--- src/rtl/gcd_pkg.sv ---
// -----------------------------------------------------------------------------
// gcd_pkg
// Shared definitions for the GCD engine: default widths and the controller
// state encoding used by gcd_engine.
// -----------------------------------------------------------------------------
package gcd_pkg;

    // Default operand/result width and iteration counter width.
    localparam int GCD_W_DEFAULT     = 8;
    localparam int GCD_CNT_W_DEFAULT = GCD_W_DEFAULT;

    // Controller states.
    localparam int GCD_STATE_W = 2;

    typedef enum logic [GCD_STATE_W-1:0] {
        GCD_IDLE = 2'd0,
        GCD_CALC = 2'd1,
        GCD_DONE = 2'd2
    } gcd_state_e;

    // Plain-vector aliases of the same encoding for code that keeps the
    // state register as a bare logic vector.
    localparam logic [GCD_STATE_W-1:0] ST_IDLE = GCD_IDLE;
    localparam logic [GCD_STATE_W-1:0] ST_CALC = GCD_CALC;
    localparam logic [GCD_STATE_W-1:0] ST_DONE = GCD_DONE;

endpackage : gcd_pkg

--- src/rtl/gcd_if.sv ---
// -----------------------------------------------------------------------------
// gcd_if
// Request/response bundle between a GCD requester and gcd_engine.
//   start  : request, honoured only while ready is high
//   A, B   : unsigned operands, captured on accept
//   ready  : engine idle and able to accept
//   busy   : engine iterating
//   done   : one-cycle completion pulse
//   res    : GCD result, held until the next completion
//   iter   : subtract steps used for res (saturating)
//   err    : both operands were zero
// Modports: master (requester side), slave (engine side).
// -----------------------------------------------------------------------------
interface gcd_if
    import gcd_pkg::*;
#(
    parameter int W     = GCD_W_DEFAULT,
    parameter int CNT_W = W
);

    logic             start;
    logic [W-1:0]     A;
    logic [W-1:0]     B;
    logic             ready;
    logic             busy;
    logic             done;
    logic [W-1:0]     res;
    logic [CNT_W-1:0] iter;
    logic             err;

    modport master (
        output start, A, B,
        input  ready, busy, done, res, iter, err
    );

    modport slave (
        input  start, A, B,
        output ready, busy, done, res, iter, err
    );

endinterface : gcd_if

--- src/rtl/gcd_step.sv ---
// -----------------------------------------------------------------------------
// gcd_step
// One combinational step of the subtractive Euclid algorithm.
//   a, b    : current operand pair
//   eq      : a == b (algorithm finished, result is a)
//   a_next  : a - b when a > b, otherwise a
//   b_next  : b - a when b > a, otherwise b
// Only the larger operand is reduced, so neither result can underflow.
// -----------------------------------------------------------------------------
module gcd_step #(
    parameter int W = 8
) (
    input  logic [W-1:0] a,
    input  logic [W-1:0] b,
    output logic         eq,
    output logic [W-1:0] a_next,
    output logic [W-1:0] b_next
);

    assign eq     = (a == b);
    assign a_next = (a > b) ? (a - b) : a;
    assign b_next = (b > a) ? (b - a) : b;

endmodule : gcd_step

--- src/rtl/gcd_engine.sv ---
// -----------------------------------------------------------------------------
// gcd_engine
// Iterative GCD of two unsigned W-bit operands by repeated subtraction.
//   clk : clock, all state updates on the rising edge
//   rst : synchronous reset, active low
//   bus : gcd_if slave port (start/A/B in; ready/busy/done/res/iter/err out)
// Flow: IDLE --accept--> CALC --a==b--> DONE --> IDLE.
// Operands containing a zero skip CALC and complete in a single cycle.
// res/iter/err are only updated on entry to DONE and held afterwards.
// -----------------------------------------------------------------------------
module gcd_engine
    import gcd_pkg::*;
#(
    parameter int W     = GCD_W_DEFAULT,
    parameter int CNT_W = W
) (
    input logic  clk,
    input logic  rst,
    gcd_if.slave bus
);

    localparam logic [CNT_W-1:0] CNT_ONE = CNT_W'(1);

    logic [GCD_STATE_W-1:0] state_q, state_d;
    logic [W-1:0]           a_q, a_d;
    logic [W-1:0]           b_q, b_d;
    logic [W-1:0]           res_q, res_d;
    logic [CNT_W-1:0]       cnt_q, cnt_d;
    logic [CNT_W-1:0]       iter_q, iter_d;
    logic                   err_q, err_d;

    logic                   step_eq;
    logic [W-1:0]           step_a;
    logic [W-1:0]           step_b;
    logic                   a_nz;
    logic                   b_nz;

    gcd_step #(
        .W (W)
    ) u_step (
        .a      (a_q),
        .b      (b_q),
        .eq     (step_eq),
        .a_next (step_a),
        .b_next (step_b)
    );

    assign a_nz = (bus.A != '0);
    assign b_nz = (bus.B != '0);

    // Next-state and datapath logic.
    always_comb begin
        // NOTE: every _d gets a hold default first so no path leaves a
        // variable unassigned, which would otherwise infer a latch.
        state_d = state_q;
        a_d     = a_q;
        b_d     = b_q;
        res_d   = res_q;
        cnt_d   = cnt_q;
        iter_d  = iter_q;
        err_d   = err_q;

        case (state_q)
            ST_IDLE: begin
                if (bus.start) begin
                    cnt_d = '0;
                    if (a_nz && b_nz) begin
                        a_d     = bus.A;
                        b_d     = bus.B;
                        state_d = ST_CALC;
                    end else begin
                        // At most one operand is non-zero here, so OR-ing
                        // them yields that operand (or 0 when both are 0).
                        res_d   = bus.A | bus.B;
                        iter_d  = '0;
                        err_d   = !a_nz && !b_nz;
                        state_d = ST_DONE;
                    end
                end
            end

            ST_CALC: begin
                if (step_eq) begin
                    res_d   = a_q;
                    iter_d  = cnt_q;
                    err_d   = 1'b0;
                    state_d = ST_DONE;
                end else begin
                    a_d   = step_a;
                    b_d   = step_b;
                    // Saturate rather than wrap when CNT_W is too narrow.
                    cnt_d = (&cnt_q) ? cnt_q : (cnt_q + CNT_ONE);
                end
            end

            ST_DONE: begin
                state_d = ST_IDLE;
            end

            default: begin
                state_d = ST_IDLE;
            end
        endcase
    end

    // State registers, synchronous active-low reset.
    always_ff @(posedge clk) begin
        if (!rst) begin
            // NOTE: non-blocking assignments for all sequential state so that
            // every register samples values from before this edge.
            state_q <= ST_IDLE;
            a_q     <= '0;
            b_q     <= '0;
            res_q   <= '0;
            cnt_q   <= '0;
            iter_q  <= '0;
            err_q   <= 1'b0;
        end else begin
            state_q <= state_d;
            a_q     <= a_d;
            b_q     <= b_d;
            res_q   <= res_d;
            cnt_q   <= cnt_d;
            iter_q  <= iter_d;
            err_q   <= err_d;
        end
    end

    assign bus.ready = (state_q == ST_IDLE);
    assign bus.busy  = (state_q == ST_CALC);
    assign bus.done  = (state_q == ST_DONE);
    assign bus.res   = res_q;
    assign bus.iter  = iter_q;
    assign bus.err   = err_q;

endmodule : gcd_engine
--- src/flat_wrapper.sv ---
// flat-port wrapper written by rule: the top's interface ports become plain ports
module gcd_engine_flat import gcd_pkg::*;
#(
    parameter int W     = GCD_W_DEFAULT,
    parameter int CNT_W = W
)
  (clk, rst, bus_start, bus_A, bus_B, bus_ready, bus_busy, bus_done, bus_res, bus_iter, bus_err);
  gcd_if #(.W(W), .CNT_W(CNT_W)) bus_i ();
  input logic clk;
  input logic rst;
  input wire logic [$bits(bus_i.start)-1:0] bus_start;
  input wire logic [$bits(bus_i.A)-1:0] bus_A;
  input wire logic [$bits(bus_i.B)-1:0] bus_B;
  output wire logic [$bits(bus_i.ready)-1:0] bus_ready;
  output wire logic [$bits(bus_i.busy)-1:0] bus_busy;
  output wire logic [$bits(bus_i.done)-1:0] bus_done;
  output wire logic [$bits(bus_i.res)-1:0] bus_res;
  output wire logic [$bits(bus_i.iter)-1:0] bus_iter;
  output wire logic [$bits(bus_i.err)-1:0] bus_err;
  assign bus_i.start = bus_start;
  assign bus_i.A = bus_A;
  assign bus_i.B = bus_B;
  assign bus_ready = bus_i.ready;
  assign bus_busy = bus_i.busy;
  assign bus_done = bus_i.done;
  assign bus_res = bus_i.res;
  assign bus_iter = bus_i.iter;
  assign bus_err = bus_i.err;
  gcd_engine #(.W(W), .CNT_W(CNT_W)) u_core (.clk(clk), .rst(rst), .bus(bus_i));
endmodule
--- config.mk ---
export PLATFORM = sky130hd
export DESIGN_NAME = gcd_engine_flat
export DESIGN_NICKNAME = d
export VERILOG_FILES = /design/src/rtl/gcd_pkg.sv /design/src/rtl/gcd_if.sv /design/src/rtl/gcd_step.sv /design/src/rtl/gcd_engine.sv /design/src/flat_wrapper.sv
export SDC_FILE = /design/constraint.sdc
export NUM_CORES = 1
export LEC_CHECK = 0
export CAP_MARGIN = 20
export CORE_ASPECT_RATIO = 1.75
export CORE_MARGIN = 2
export CORE_UTILIZATION = 40
export DETAILED_ROUTE_END_ITERATION = 12
export SLEW_MARGIN = 40
export SYNTH_ARGS = -nofsm -noshare
export SYNTH_HDL_FRONTEND = slang
export SYNTH_HIERARCHICAL = 1
export SYNTH_SLANG_ARGS = --single-unit
export TNS_END_PERCENT = 5
--- constraint.sdc ---
create_clock -name clk -period 2.6 [get_ports clk]
set_input_delay 0.52 -clock clk [delete_from_list [all_inputs] [get_ports clk]]
set_output_delay 0.52 -clock clk [all_outputs]
set_load 0.01 [all_outputs]
==> results of run 1 <==
## layout by cell type, fill, tap and decap left out, types with 16 or more instances in the layout
master,synthesis,final
inv_1,20,20
dfxtp_1,43,43
nand4_1,23,23
nand2_1,58,58
nand3_1,27,27
o21ai_1,28,29
buf_4,2,25
o211a_1,16,16
clkdlybuf4s50_1,0,37
ha_1,17,17
## stage by stage
stage	power [W]	instance area [µm²]	setup WS, ns	hold WS [ns]
floorplan	0.00172	3030	0.194	0.457
detailed placement	0.00201	3560	0.0818	0.453
global route	0.00287	3720	-0.0318	0.478
finish	0.00268	3720	0.122	0.457
CTS	0.00269	3710	0.0499	0.462
global placement	0.00200	3550	0.0433	0.445
## cell type report
type,instances,share of cell area
clock buffers,8,0.0420
inverters,21,0.0212
multi-input cells,293,0.525
flip-flops and latches,43,0.231
well taps,88,0.0296
repair buffers,63,0.151
## cell usage after synthesis, drive strengths merged
| cell | n | share of area |
|---|---|---|
| o22ai | 3 | 0.0062 |
| nand4 | 24 | 0.052 |
| o31ai | 8 | 0.029 |
| o211a | 16 | 0.053 |
| a211oi | 4 | 0.017 |
| ha | 17 | 0.070 |
| o211ai | 10 | 0.025 |
| o21ai | 35 | 0.062 |
| or4 | 4 | 0.012 |
| clkbuf | 14 | 0.017 |
| or3 | 8 | 0.017 |
| dfxtp | 43 | 0.28 |
| nand2b | 9 | 0.020 |
| nand3 | 27 | 0.045 |
| nand2 | 58 | 0.072 |
| o21a | 2 | 0.0050 |
| and3 | 2 | 0.0041 |
| and2 | 4 | 0.0091 |
| a21oi | 13 | 0.021 |
| and4 | 2 | 0.0058 |
| buf | 13 | 0.035 |
| a31oi | 1 | 0.0021 |
| xor2 | 14 | 0.040 |
| fa | 2 | 0.013 |
| inv | 21 | 0.026 |
| or2 | 1 | 0.0029 |
| a21boi | 3 | 0.0074 |
| nor2 | 21 | 0.037 |
| nor2b | 3 | 0.0062 |
| nor3b | 2 | 0.0050 |
## critical path, cell delays in order, from the launching register on
cell and delay (ns):
dfxtp_1 0.37, inv_1 0.06, ha_1 0.22, fa_1 0.42, nand2b_2 0.24, a211oi_2 0.26
o21ai_1 0.14, nor3b_1 0.16, o31ai_1 0.23, nand2_1 0.08, nand4_1 0.10, o211a_1 0.15
## routing by layer
layer	part of all wire	vias up	track usage
met1	0.39	1314	0.223
met4	0.044	0	0.113
li1	-	1442	-
met3	0.029	18	0.0279
met5	0	-	0
met2	0.53	61	0.391
## path summary, 6_finish.rpt
kind | start | end | slack [ns] | cells past startpoint
worst min-delay path | u_core/bus.iter[6] | u_core/bus.iter[6] | 0.46 | 2
worst max register to register | u_core/b_q[0] | u_core/b_q[6] | 0.12 | 11
worst min register to register | u_core/bus.iter[6] | u_core/bus.iter[6] | 0.46 | 2
worst max-delay path | u_core/b_q[0] | u_core/b_q[6] | 0.12 | 11
## logic make-up after synthesis
family / Yosys count / share of synthesized area
xor+xnor: 14 / 0.0405
fa+ha+maj: 19 / 0.0834
simple gates: 165 / 0.287
compound gates: 95 / 0.227
flops: 43 / 0.284
buf+inv: 48 / 0.0784
## registers in the layout (all words and copies together), names as in the netlist
register,flops
u_core/bus.iter,8
u_core/cnt_q,8
u_core/a_q,8
u_core/bus.res,8
u_core/state_q,2
u_core/b_q,8
u_core/bus.err,1
## power by group through the flow
stage                     registers, W  clock network [W]  logic [W]
after global placement        0.000779                  0    0.00122
after CTS                     0.000765           0.000685    0.00124
after detailed placement      0.000778                  0    0.00123
final                         0.000765           0.000662    0.00125
after floorplan               0.000781                  0   0.000939
after global routing          0.000774           0.000702    0.00139
## what timing repair did
item	CTS	global route
hold buffers	0	0
resized for setup	0	2
setup endpoints to repair	0	3
hold endpoints to repair	0	0
==> flow_metrics.env, run 1 <==
export IMPL_status="complete, no violations"
export IMPL_seq_area_um2=861
export IMPL_p_sw_frac=0.382
export IMPL_cts_sinks=43
export IMPL_multi_input_area_um2=1950
export IMPL_p_leak_nw=1.54
export IMPL_cp_start_kind="register"
export IMPL_dieArea_um2=8320
export IMPL_synth_nets=422
export IMPL_syn_area_um2=3030
export IMPL_hp_class="register to register"
export IMPL_intPower_w=0.00165
export IMPL_antenna_found_initial=0
export IMPL_num_vias=2835
export IMPL_drt_iter0_markers=135
export IMPL_fin_util=0.499
export IMPL_p_switching_w=0.00102
export IMPL_fin_cells=516
export IMPL_vdd_drop_max_v=0.000257
export IMPL_wl_per_cell_um=16.3
export IMPL_maxCapViolations=0
export IMPL_cp_required_ns=2.83
export IMPL_seq_power_share=0.286
export IMPL_synth_seq_cells=43
export IMPL_initial_utilization=0.406
export IMPL_max_slew_margin=0.504
export IMPL_gp_congestion=0.845
export IMPL_nets=465
export IMPL_setup_violations=0
export IMPL_via_per_inst=5.49
export IMPL_place_inst=508
export IMPL_ys_types=45
export IMPL_first_global_vias=2803
export IMPL_clkLatencyLatePin_ns=0.29
export IMPL_overflow=0
export IMPL_period_needed_ns=2.48
export IMPL_grt_pass1_wl_mm=13.9
export IMPL_finalCritPeriodShare=0.953
export IMPL_cts_clk_slew_worst_paths_ns=0.06
export IMPL_fp_dieH_um=119
export IMPL_coreArea_um2=7460
export IMPL_drc=0
export IMPL_p_per_area_nw_per_um2=719
export IMPL_syn_instance_count=384
export IMPL_num_fill_cells=715
export IMPL_ys_warn_count=6
export IMPL_slew_violations=0
export IMPL_rsz0062_at_grt="true"
export IMPL_rows=42
export IMPL_ant_nets=0
export IMPL_htreeDepth=2
export IMPL_cts_buffers=5
export IMPL_antenna_diode_count=0
export IMPL_pwr_share_clk=0.247
export IMPL_cts_tree="built"
export IMPL_track_usage=0.210
export IMPL_die_x_um=69.8
export IMPL_numPortBuffers=38
export IMPL_fmax_mhz=404
export IMPL_ios=39
export IMPL_dr_pass1_iters=7
export IMPL_cts_buffer_depth=2
export IMPL_drive_gt1_frac=0.131
export IMPL_dpl_hpwl_mm=6.51
export IMPL_areaGrowthSynthToFinish_pct=22.8
export IMPL_post_cts_setup_buffer_count=0
export IMPL_wirelength_mm=8.42
export IMPL_finalHoldViolCount=0
export IMPL_cp_max_fo=4
export IMPL_arrival_ns=2.71
export IMPL_clock_skew_ns=0.00197
export IMPL_crit_path_end_kind="register"
export IMPL_grt_max_degree=45
export IMPL_worstMarginPinSlew_ns=0.745
export IMPL_crit_type="register to register"
export IMPL_root_buffer="clkbuf_16"
export IMPL_yosysSeqAreaShare=0.284
export IMPL_setup_tns_ns=0
export IMPL_syn_area_per_cell_um2=7.89
export IMPL_comb_power_share=0.467
No activity file was read; power rests on OpenSTA's default activity.
==> inputs of run 2 (changes only) <==
Settings changed: GPL_ROUTABILITY_DRIVEN from default to 0.
==> results of run 2 <==
The final DEF is identical to that of run 1; final timing and power are the same.
